## config.mk

```make
export PLATFORM = sky130hd
export DESIGN_NAME = column_fifo
export DESIGN_NICKNAME = d
export VERILOG_FILES = /design/src/rtl/column_fifo_pkg.sv /design/src/rtl/column_ram.sv /design/src/rtl/column_fifo.sv
export SDC_FILE = /design/constraint.sdc
export NUM_CORES = 1
export LEC_CHECK = 0
export ABC_CLOCK_PERIOD_IN_PS = 4700
export CAP_MARGIN = 25
export CELL_PAD_IN_SITES_DETAIL_PLACEMENT = 1
export CELL_PAD_IN_SITES_GLOBAL_PLACEMENT = 2
export CORE_AREA = 2 2 164 166
export CTS_CLUSTER_DIAMETER = 40
export DETAILED_ROUTE_END_ITERATION = 8
export DIE_AREA = 0 0 166 168
export PLACE_DENSITY_LB_ADDON = 0.08
export SYNTH_ARGS = -nofsm -noshare
export SYNTH_HDL_FRONTEND = slang
export SYNTH_SLANG_ARGS = --single-unit
```

## constraint.sdc

```tcl
create_clock -name clk -period 4.7 [get_ports clk]
set_input_delay 0.94 -clock clk [delete_from_list [all_inputs] [get_ports clk]]
set_output_delay 0.94 -clock clk [all_outputs]
set_load 0.005 [all_outputs]
```

## src/rtl/column_fifo_pkg.sv

```systemverilog
// column_fifo_pkg: shared defaults, FSM state encoding and sizing helpers for column_fifo.
// Character geometry (CHAR_H, CHAR_W, CPSBLN) normally arrives as macros from definitions.vh.
// The guarded fallbacks below only apply when no such definition is present.
// Optional feature macro used by column_fifo: KARAOKE_STALL_CNT_EN.

`ifndef CHAR_H
`define CHAR_H 8
`endif

`ifndef CHAR_W
`define CHAR_W 6
`endif

`ifndef CPSBLN
`define CPSBLN 4
`endif

package column_fifo_pkg;

    // Geometry defaults picked up by the top-level parameters.
    localparam int unsigned DefCharH  = `CHAR_H;
    localparam int unsigned DefCharW  = `CHAR_W;
    localparam int unsigned DefCpsbln = `CPSBLN;

    // Stall counter width when the optional counter is built in.
    localparam int unsigned StallCntW = 16;

    // FSM encoding: hold output back until enough columns are buffered, then stream.
    localparam logic [0:0] StPrime = 1'b0;
    localparam logic [0:0] StRun   = 1'b1;

    // Index counters need at least one bit even when the modulus is 1.
    function automatic int unsigned idx_width(input int unsigned n);
        return (n > 1) ? $clog2(n) : 1;
    endfunction

endpackage

```

## src/rtl/column_ram.sv

```systemverilog
// column_ram: DEPTH x WIDTH storage, one synchronous write port, asynchronous read port.
// Contents are intentionally not reset; the FIFO tracks validity through its pointers.

module column_ram #(
    parameter int unsigned DEPTH = 32,
    parameter int unsigned WIDTH = 10
) (
    input  logic                     clk_i,
    input  logic                     we_i,
    input  logic [$clog2(DEPTH)-1:0] waddr_i,
    input  logic [WIDTH-1:0]         wdata_i,
    input  logic [$clog2(DEPTH)-1:0] raddr_i,
    output logic [WIDTH-1:0]         rdata_o
);

    logic [WIDTH-1:0] mem_q [DEPTH];

    // Store the incoming word on an accepted write.
    always_ff @(posedge clk_i) begin
        if (we_i) begin
            mem_q[waddr_i] <= wdata_i;
        end
    end

    // Fall-through read: the head word is visible in the same cycle.
    always_comb begin
        rdata_o = mem_q[raddr_i];
    end

endmodule

```

## src/rtl/column_fifo.sv

```systemverilog
// column_fifo: buffers character columns from the bus-line ROM and tags each with
// end-of-character / end-of-line markers. Output is held back (PRIME) until a full
// character or a complete line is buffered, then streams first-word fall-through (RUN).
// Optional: define KARAOKE_STALL_CNT_EN to add a saturating 16-bit stall_cnt output.

module column_fifo
    import column_fifo_pkg::*;
#(
    parameter int unsigned CHAR_H = DefCharH,
    parameter int unsigned CHAR_W = DefCharW,
    parameter int unsigned CPSBLN = DefCpsbln,
    parameter int unsigned DEPTH  = 32
) (
    input  logic                   clk,
    input  logic                   rst,
    input  logic [CHAR_H-1:0]      in_col,
    input  logic                   in_valid,
    output logic                   in_ready,
    output logic [CHAR_H-1:0]      out_col,
    output logic                   out_eoc,
    output logic                   out_eol,
    output logic                   out_valid,
    input  logic                   out_ready,
    output logic [$clog2(DEPTH):0] level
`ifdef KARAOKE_STALL_CNT_EN
    ,
    output logic [StallCntW-1:0]   stall_cnt
`endif
);

    localparam int unsigned AW = $clog2(DEPTH);
    localparam int unsigned LW = AW + 1;
    localparam int unsigned CW = idx_width(CHAR_W);
    localparam int unsigned KW = idx_width(CPSBLN);

    localparam logic [LW-1:0] LvlFull  = LW'(DEPTH);
    localparam logic [LW-1:0] LvlPrime = LW'(CHAR_W);
    localparam logic [CW-1:0] ColLast  = CW'(CHAR_W - 1);
    localparam logic [KW-1:0] CharLast = KW'(CPSBLN - 1);

    logic [AW-1:0]       wptr_q, wptr_d;
    logic [AW-1:0]       rptr_q, rptr_d;
    logic [LW-1:0]       level_q, level_d;
    logic [CW-1:0]       col_idx_q, col_idx_d;
    logic [KW-1:0]       char_idx_q, char_idx_d;
    logic [0:0]          state_q, state_d;

    logic                wr_en;
    logic                rd_en;
    logic                tag_eoc;
    logic                tag_eol;
    logic [CHAR_H+1:0]   rdata;

    // Handshake: a read frees a slot in the same cycle, so a full buffer can still accept.
    always_comb begin
        out_valid = (state_q == StRun) && (level_q != '0);
        rd_en     = out_valid && out_ready;
        in_ready  = (level_q != LvlFull) || rd_en;
        wr_en     = in_valid && in_ready;
    end

    // Tags for the column being written, derived from its position in the line.
    always_comb begin
        tag_eoc = (col_idx_q == ColLast);
        tag_eol = tag_eoc && (char_idx_q == CharLast);
    end

    // Pointer, occupancy and column/character position next-state.
    always_comb begin
        wptr_d     = wptr_q;
        rptr_d     = rptr_q;
        col_idx_d  = col_idx_q;
        char_idx_d = char_idx_q;

        if (wr_en) begin
            wptr_d = wptr_q + AW'(1);
            if (tag_eoc) begin
                col_idx_d  = '0;
                char_idx_d = tag_eol ? '0 : char_idx_q + KW'(1);
            end else begin
                col_idx_d = col_idx_q + CW'(1);
            end
        end

        if (rd_en) begin
            rptr_d = rptr_q + AW'(1);
        end

        level_d = level_q + LW'(wr_en) - LW'(rd_en);
    end

    // PRIME waits for a whole character (or a short line's eol); RUN returns to PRIME
    // only when the line's last column drains the buffer, so plain underruns stay in RUN.
    always_comb begin
        state_d = state_q;
        case (state_q)
            StPrime: begin
                if ((level_d >= LvlPrime) || (wr_en && tag_eol)) begin
                    state_d = StRun;
                end
            end
            StRun: begin
                if (rd_en && out_eol && (level_d == '0)) begin
                    state_d = StPrime;
                end
            end
            default: state_d = StPrime;
        endcase
    end

    // State registers; reset discards everything buffered and restarts tagging.
    always_ff @(posedge clk or negedge rst) begin
        if (!rst) begin
            wptr_q     <= '0;
            rptr_q     <= '0;
            level_q    <= '0;
            col_idx_q  <= '0;
            char_idx_q <= '0;
            state_q    <= StPrime;
        end else begin
            wptr_q     <= wptr_d;
            rptr_q     <= rptr_d;
            level_q    <= level_d;
            col_idx_q  <= col_idx_d;
            char_idx_q <= char_idx_d;
            state_q    <= state_d;
        end
    end

    column_ram #(
        .DEPTH (DEPTH),
        .WIDTH (CHAR_H + 2)
    ) u_ram (
        .clk_i   (clk),
        .we_i    (wr_en),
        .waddr_i (wptr_q),
        .wdata_i ({tag_eol, tag_eoc, in_col}),
        .raddr_i (rptr_q),
        .rdata_o (rdata)
    );

    // Unpack the head word; stored as {eol, eoc, column}.
    always_comb begin
        out_col = rdata[CHAR_H-1:0];
        out_eoc = rdata[CHAR_H];
        out_eol = rdata[CHAR_H+1];
        level   = level_q;
    end

`ifdef KARAOKE_STALL_CNT_EN
    logic [StallCntW-1:0] stall_cnt_q, stall_cnt_d;

    // Count cycles where upstream offers a column that cannot be taken; saturates.
    always_comb begin
        stall_cnt_d = stall_cnt_q;
        if (in_valid && !in_ready && (stall_cnt_q != {StallCntW{1'b1}})) begin
            stall_cnt_d = stall_cnt_q + StallCntW'(1);
        end
    end

    // Stall counter register.
    always_ff @(posedge clk or negedge rst) begin
        if (!rst) begin
            stall_cnt_q <= '0;
        end else begin
            stall_cnt_q <= stall_cnt_d;
        end
    end

    assign stall_cnt = stall_cnt_q;
`endif

endmodule

```

; Word-level counts from Yosys, hierarchy flattened
; Memories as Yosys holds them, arrays and structs flattened.
; Cells that the tools add are included.
[classes]
n_eq_ne = 3
add_sub_neg = 6
reduce_logical = 12
muxes = 7
bitwise = 1
magnitude_cmp = 1
[ops]
columns = operator, count
row1 = 5-bit by 1-bit adder with 5-bit output (second input constant), 2
row2 = 1-bit logical AND, 7
row3 = 6-bit by 1-bit adder with 6-bit output, 1
row4 = 6-bit by 3-bit greater-or-equal comparator with 1-bit output (second input constant), 1
row5 = 6-bit logical NOT, 1
row6 = 6-bit inequality test (second input constant), 1
row7 = 6-bit nonzero test, 1
row8 = 6-bit by 1-bit subtractor with 6-bit output, 1
row9 = 1-bit 2-to-1 mux, 4
row10 = 3-bit by 1-bit adder with 3-bit output (second input constant), 1
row11 = 3-bit equality test (second input constant), 1
row12 = 3-bit 2-to-1 mux, 1
row13 = 2-bit by 1-bit adder with 2-bit output (second input constant), 1
row14 = 2-bit equality test (second input constant), 1
row15 = 1-bit logical OR, 2
row16 = 2-bit 2-to-1 mux, 1
row17 = 1-bit one-hot mux with 2 select lines, 1
row18 = 2-bit AND reduction, 1
row19 = 1-bit NOT, 1
[word_totals]
ramBits = 320
output_inout_bits = 18
regBits = 22
memories = 1
word_cells = 37
inputBits = 12
[mem_list]
columns = name, words, width, read_ports, rd_ports_with_merged_regs, write_ports, line_no
row1 = u_ram.mem_q, 32, 10, 1, 0, 1, column_ram.sv:16  ; logic [WIDTH-1:0] mem_q [DEPTH];

; Logic depth before layout (Yosys ltp)
[logic_depth]
ltp_word = 11
ltp_mapped = 15
depth_no_buf = 15

; Cells and area by module
; Synthesis repeated with hierarchy kept, for this count alone.
[unflattened]
hier_cells = 834
area_unflattened_um2 = 14028.5
[modules_own_cells]
columns = module, area_per_inst_um2, cells_each, instances, seq_area_each_um2
row1 = column_ram, 12793.5, 723, 1, 9609.2
row2 = column_fifo, 1234.9, 111, 1, 550.5

; Worst setup path after synthesis
; No wires, ideal clock.
[synth_timing]
path_type = input-to-reg
start = in out_ready
end = reg state_q
required_time_ns = 4.572
n_path_buf = 0
t_arrival_ns = 2.967
path_slack_ns = 1.605
setup_time_ns = 0.128
cell_stages = 13
path_cell_list = nand2_1 -> a21oi_1 -> and2_1 -> inv_1 -> o21ai_0 -> ha_1 -> inv_1 -> fa_1 -> xnor2_1 -> nor3_1 -> nand2_1 -> a211oi_1 -> o21ai_1
[synth_between]
elab_chain_cells = 9
word_cells_on_any_way = 14
classes_between = 2 x add/sub / 1 x order compare / 3 x mux / 8 x reduce/logical
[synth_rtl]
columns = item, line_no
row1 = start: declaration, column_fifo.sv:23  ; input logic out_ready,
row2 = 1-bit logical AND *, column_fifo.sv:57  ; rd_en = out_valid && out_ready;
row3 = 1-bit logical OR, column_fifo.sv:58  ; in_ready = (level_q != LvlFull) || rd_en;
row4 = 1-bit logical AND, column_fifo.sv:59  ; wr_en = in_valid && in_ready;
row5 = 6-bit by 1-bit adder with 6-bit output, column_fifo.sv:89  ; level_d = level_q + LW'(wr_en) - LW'(rd_en);
row6 = 6-bit by 1-bit subtractor with 6-bit output *, column_fifo.sv:89
row7 = named net level_d[2], column_fifo.sv:43  ; logic [LW-1:0] level_q, level_d;
row8 = 6-bit by 3-bit greater-or-equal comparator with 1-bit output or 6-bit logical NOT (tied branches), "column_fifo.sv:98, column_fifo.sv:103"
row9 = 1-bit logical OR or 1-bit logical AND (tied branches), "column_fifo.sv:98, column_fifo.sv:103"
row10 = 1-bit 2-to-1 mux (on tied branches), "column_fifo.sv:98, column_fifo.sv:103"
row11 = 1-bit one-hot mux with 2 select lines *, column_fifo.sv:96  ; case (state_q)
row12 = named net state_d, column_fifo.sv:46  ; logic [0:0] state_q, state_d;
row13 = end signal: assignment, column_fifo.sv:119  ; state_q <= StPrime;
row14 = end signal: assignment, column_fifo.sv:126  ; state_q <= state_d;
row15 = end: declaration, column_fifo.sv:46
; The timed path passes the listed nets; every way through them passes the cells marked *.
; A chain may end at the register's enable or synchronous reset.

; Worst setup path after layout
[layout_timing]
start = reg rptr_q[0]
end = out out_col[1]
[layout_between]
elab_chain_cells = 1
[layout_rtl]
columns = item, line_no
row1 = start: declaration, column_fifo.sv:42  ; logic [AW-1:0] rptr_q, rptr_d;
row2 = start signal: assignment, column_fifo.sv:122  ; rptr_q <= rptr_d;
row3 = memory 32 x 10 bit, -
row4 = end: declaration, column_fifo.sv:19  ; output logic [CHAR_H-1:0] out_col,
; No other way between the ends.

==> out/metrics.csv <==
metric,value,unit
setup TNS,0,ns
vias in the first global route,7199,
Mapped Area,13600,sq um
# DRC,0,
Starting Density,51.61,%
leading post-synthesis cells by cell area,"edfxtp_1 71%, mux4_2 15%, dfrtp_1 4.0%, ha_1 1.3%, nand2_1 1.2%",
critical path required time,3.76,ns
Yosys top cell by area,edfxtp_1,
Leak,0.005418,uW
endpoints failing setup,0,
skew final,0.01404,ns
P_sw,2946,uW
# diodes,0,
max-cap violations,0,
Synth top area share,70.65,%
status,completed,
Stages on worst setup path,6,
drt wl/cell,27.40,um
fraction of layout cells with a size suffix above 1,28.06,%
"commonest cells after routing, fill and taps aside","320 x edfxtp_1, 93 x mux4_2, 49 x clkbuf_16",
DR vias,6644,
crit path capture,out_col[1],
Yosys warning count,0,
vias per cell,5.906,
clock-pin slew on the worst setup and hold paths,0.05,ns
cts bufs inserted,45,
ys flop type,edfxtp_1,
"most common cell after layout, fill and taps aside",edfxtp_1,
Critical Path AT,3.48,ns
combinational group share of total power,28.7,%
global-route wire length before repair,46.64,mm
Max IR drop VDD,0.7615,mV
Worst path top cell family by delay,multiplexers,
RSZ-0062 raised after global routing,no,
#FFs+latches synth,342,
Setup crit end kind,output pin,
"Top cell by count, worst path",nand2_1,
die area,27890,sq um
global placer's final weighted congestion,0.7658,
ordered cell list for the critical path,buf_4 -> mux4_1 -> mux4_2 -> nand2_1 -> nand2_1 -> clkdlybuf4s50_1,
power share of the clock group,32.0,%
cell with the largest stage delay on the worst path,dfrtp_4,
Post-Syn Instances,651,
final slew viol count,0,
Int Pwr,7064,uW
sequential share of power,39.3,%
number of antenna-violating nets in the routed design,0,
number of synthesized flops with an enable pin,320,
placement row count,60,
total track usage,22.91,%
Final Hold Vio Count,0,
Final min period,4.424,ns
CP bufs+invs,2,
Port Buf Inserts,29,
DR iter-0 viols,528,
final-stage net count,776,
total core area,26350,sq um
R2R depth,14,
Die Wd,166,um
DRT Pass-1 Iters,5,
CTS Hold Bufs,0,
clk sinks,342,
Synth async-reset ratio,6.433,%
initial antenna violation count,2,
setup fix buffers added after clock tree synthesis,0,
Clock Tree Buf Depth,3,
clk_lat worst skew,0.53,ns
fmax,226.0,MHz
CTS H-tree lvls,2,
post-DP HPWL,18.73,mm
TritonCTS clock tree,built,
syn nets,678,
Worst setup SP type,register,
Post-CTS Resized,0,
Max-Slew Margin vs Limit,32.88,%
GRT overflow,0,
fin util,61.19,%
root buffer cell,clkbuf_16,
CP max stage delay,0.82,ns
Mean Syn Cell Area,20.89,sq um
critical-path maximum fanout,31,
area growth from synthesis to layout,18.56,%
# fillers,2197,
Die Y,168,um
actual slew at the worst max-slew pin,1.004,ns
Sw Share,29.43,%
"reg-to-reg slack, setup",1.60,ns
Hold Path Class,reg2reg,
largest net degree at the start of global routing,45,
period utilization,94.13,%
FF-to-FF End,state_q,
sequential area share after synthesis,74.70,%
Critical path origin,rptr_q[0],
crit path kind,reg2out,
RR Startpoint,level[3],
"Distinct cells, synth",46,
final WL,30.82,mm
# IOs,30,
PD cells,620.8,nW/um^2
-- metrics by stage --
stage	hold slack (ns)	instances	total power (uW)	worst slack [ns]	instance area [sq um]
2_1_floorplan	0.4797	651	5840	1.605	13600
3_3_place_gp	0.4940	1035	6797	0.7605	14520
3_5_place_dp	0.5181	1035	6903	0.7396	14520
4_1_cts	0.5243	1117	10120	0.1537	15950
5_1_grt	0.5701	1125	10460	0.07155	16120
6_report	0.5211	1125	10010	0.2758	16120
-- cells by family after synthesis --
group / share of synthesized area [%]
flip-flops: 74.70
buffers and inverters: 1.720
AND/OR/NAND/NOR: 3.763
multiplexers: 16.61
adder cells (fa/ha/maj): 1.435
AO/OA/AOI/OAI: 1.067
XOR/XNOR: 0.7084
-- state kept, by name (all words and copies together) (netlist names) --
name         count
char_idx_q       2
col_idx_q        3
level            6
rptr_q           5
state_q          1
u_ram.mem_q    320
wptr_q           5
-- how the worst min path moves through the flow --
stage | from | end | slack, ns | cells past startpoint
after detailed placement | col_idx_q[2] | col_idx_q[2] | 0.52 | 1
after global routing | char_idx_q[1] | char_idx_q[1] | 0.57 | 1
final | col_idx_q[2] | col_idx_q[2] | 0.52 | 1
after CTS | col_idx_q[2] | col_idx_q[2] | 0.52 | 1
after global placement | char_idx_q[1] | char_idx_q[1] | 0.49 | 1
after floorplan | col_idx_q[2] | col_idx_q[2] | 0.48 | 1
-- worst reg2reg max path, cell delays in order, from the launching register on --
cell	delay, ns
dfrtp_1	0.40
inv_1	0.08
ha_1	0.13
nor3b_1	0.40
a21oi_1	0.14
buf_4	0.19
o21ai_0	0.17
ha_1	0.20
inv_1	0.06
fa_1	0.42
xnor2_1	0.17
nor3_1	0.23
nand2_1	0.09
a211oi_1	0.22
o21ai_1	0.08
-- routing by layer --
layer | vias to the layer above | GRT usage (%) | routed length, um | share of wire, %
li1 | 2854 | - | - | -
met1 | 3544 | 32.92 | 13290 | 43
met2 | 193 | 36.82 | 14940 | 48
met3 | 51 | 4.231 | 1910 | 6.2
met4 | 2 | 6.238 | 663 | 2.2
met5 | - | 0 | 12 | 0.039
-- Yosys cell counts (4+ instances only) --
library cell / count
a21oi_1: 4
buf_1: 5
buf_2: 7
buf_6: 8
clkbuf_1: 9
dfrtp_1: 22
edfxtp_1: 320
ha_1: 14
inv_1: 15
mux2_2: 4
mux2i_1: 4
mux4_2: 93
nand2_1: 44
nand3_1: 5
nand3b_1: 4
nor2_1: 38
nor3_1: 4
o21ai_0: 5
xnor2_1: 8
-- power groups by stage --
stage	logic [uW]	registers (uW)	clock network, uW
floorplan	2070	3770	0
detailed placement	2890	4010	0
global route	3110	3980	3360
finish	2870	3930	3200
global placement	2810	3990	0
CTS	2910	3950	3260
-- layout make-up --
type	instances	area (sq um)	area share (%)
multi-input cells	265	3209	19.90
inverters	15	56.30	0.3492
flip-flops and latches	342	10170	63.06
clock inverters	24	230.2	1.428
repair buffers	80	838.3	5.199
clock buffers	58	1196	7.418
well taps	341	426.7	2.646
Note: power is estimated with default switching activity, not from simulation.
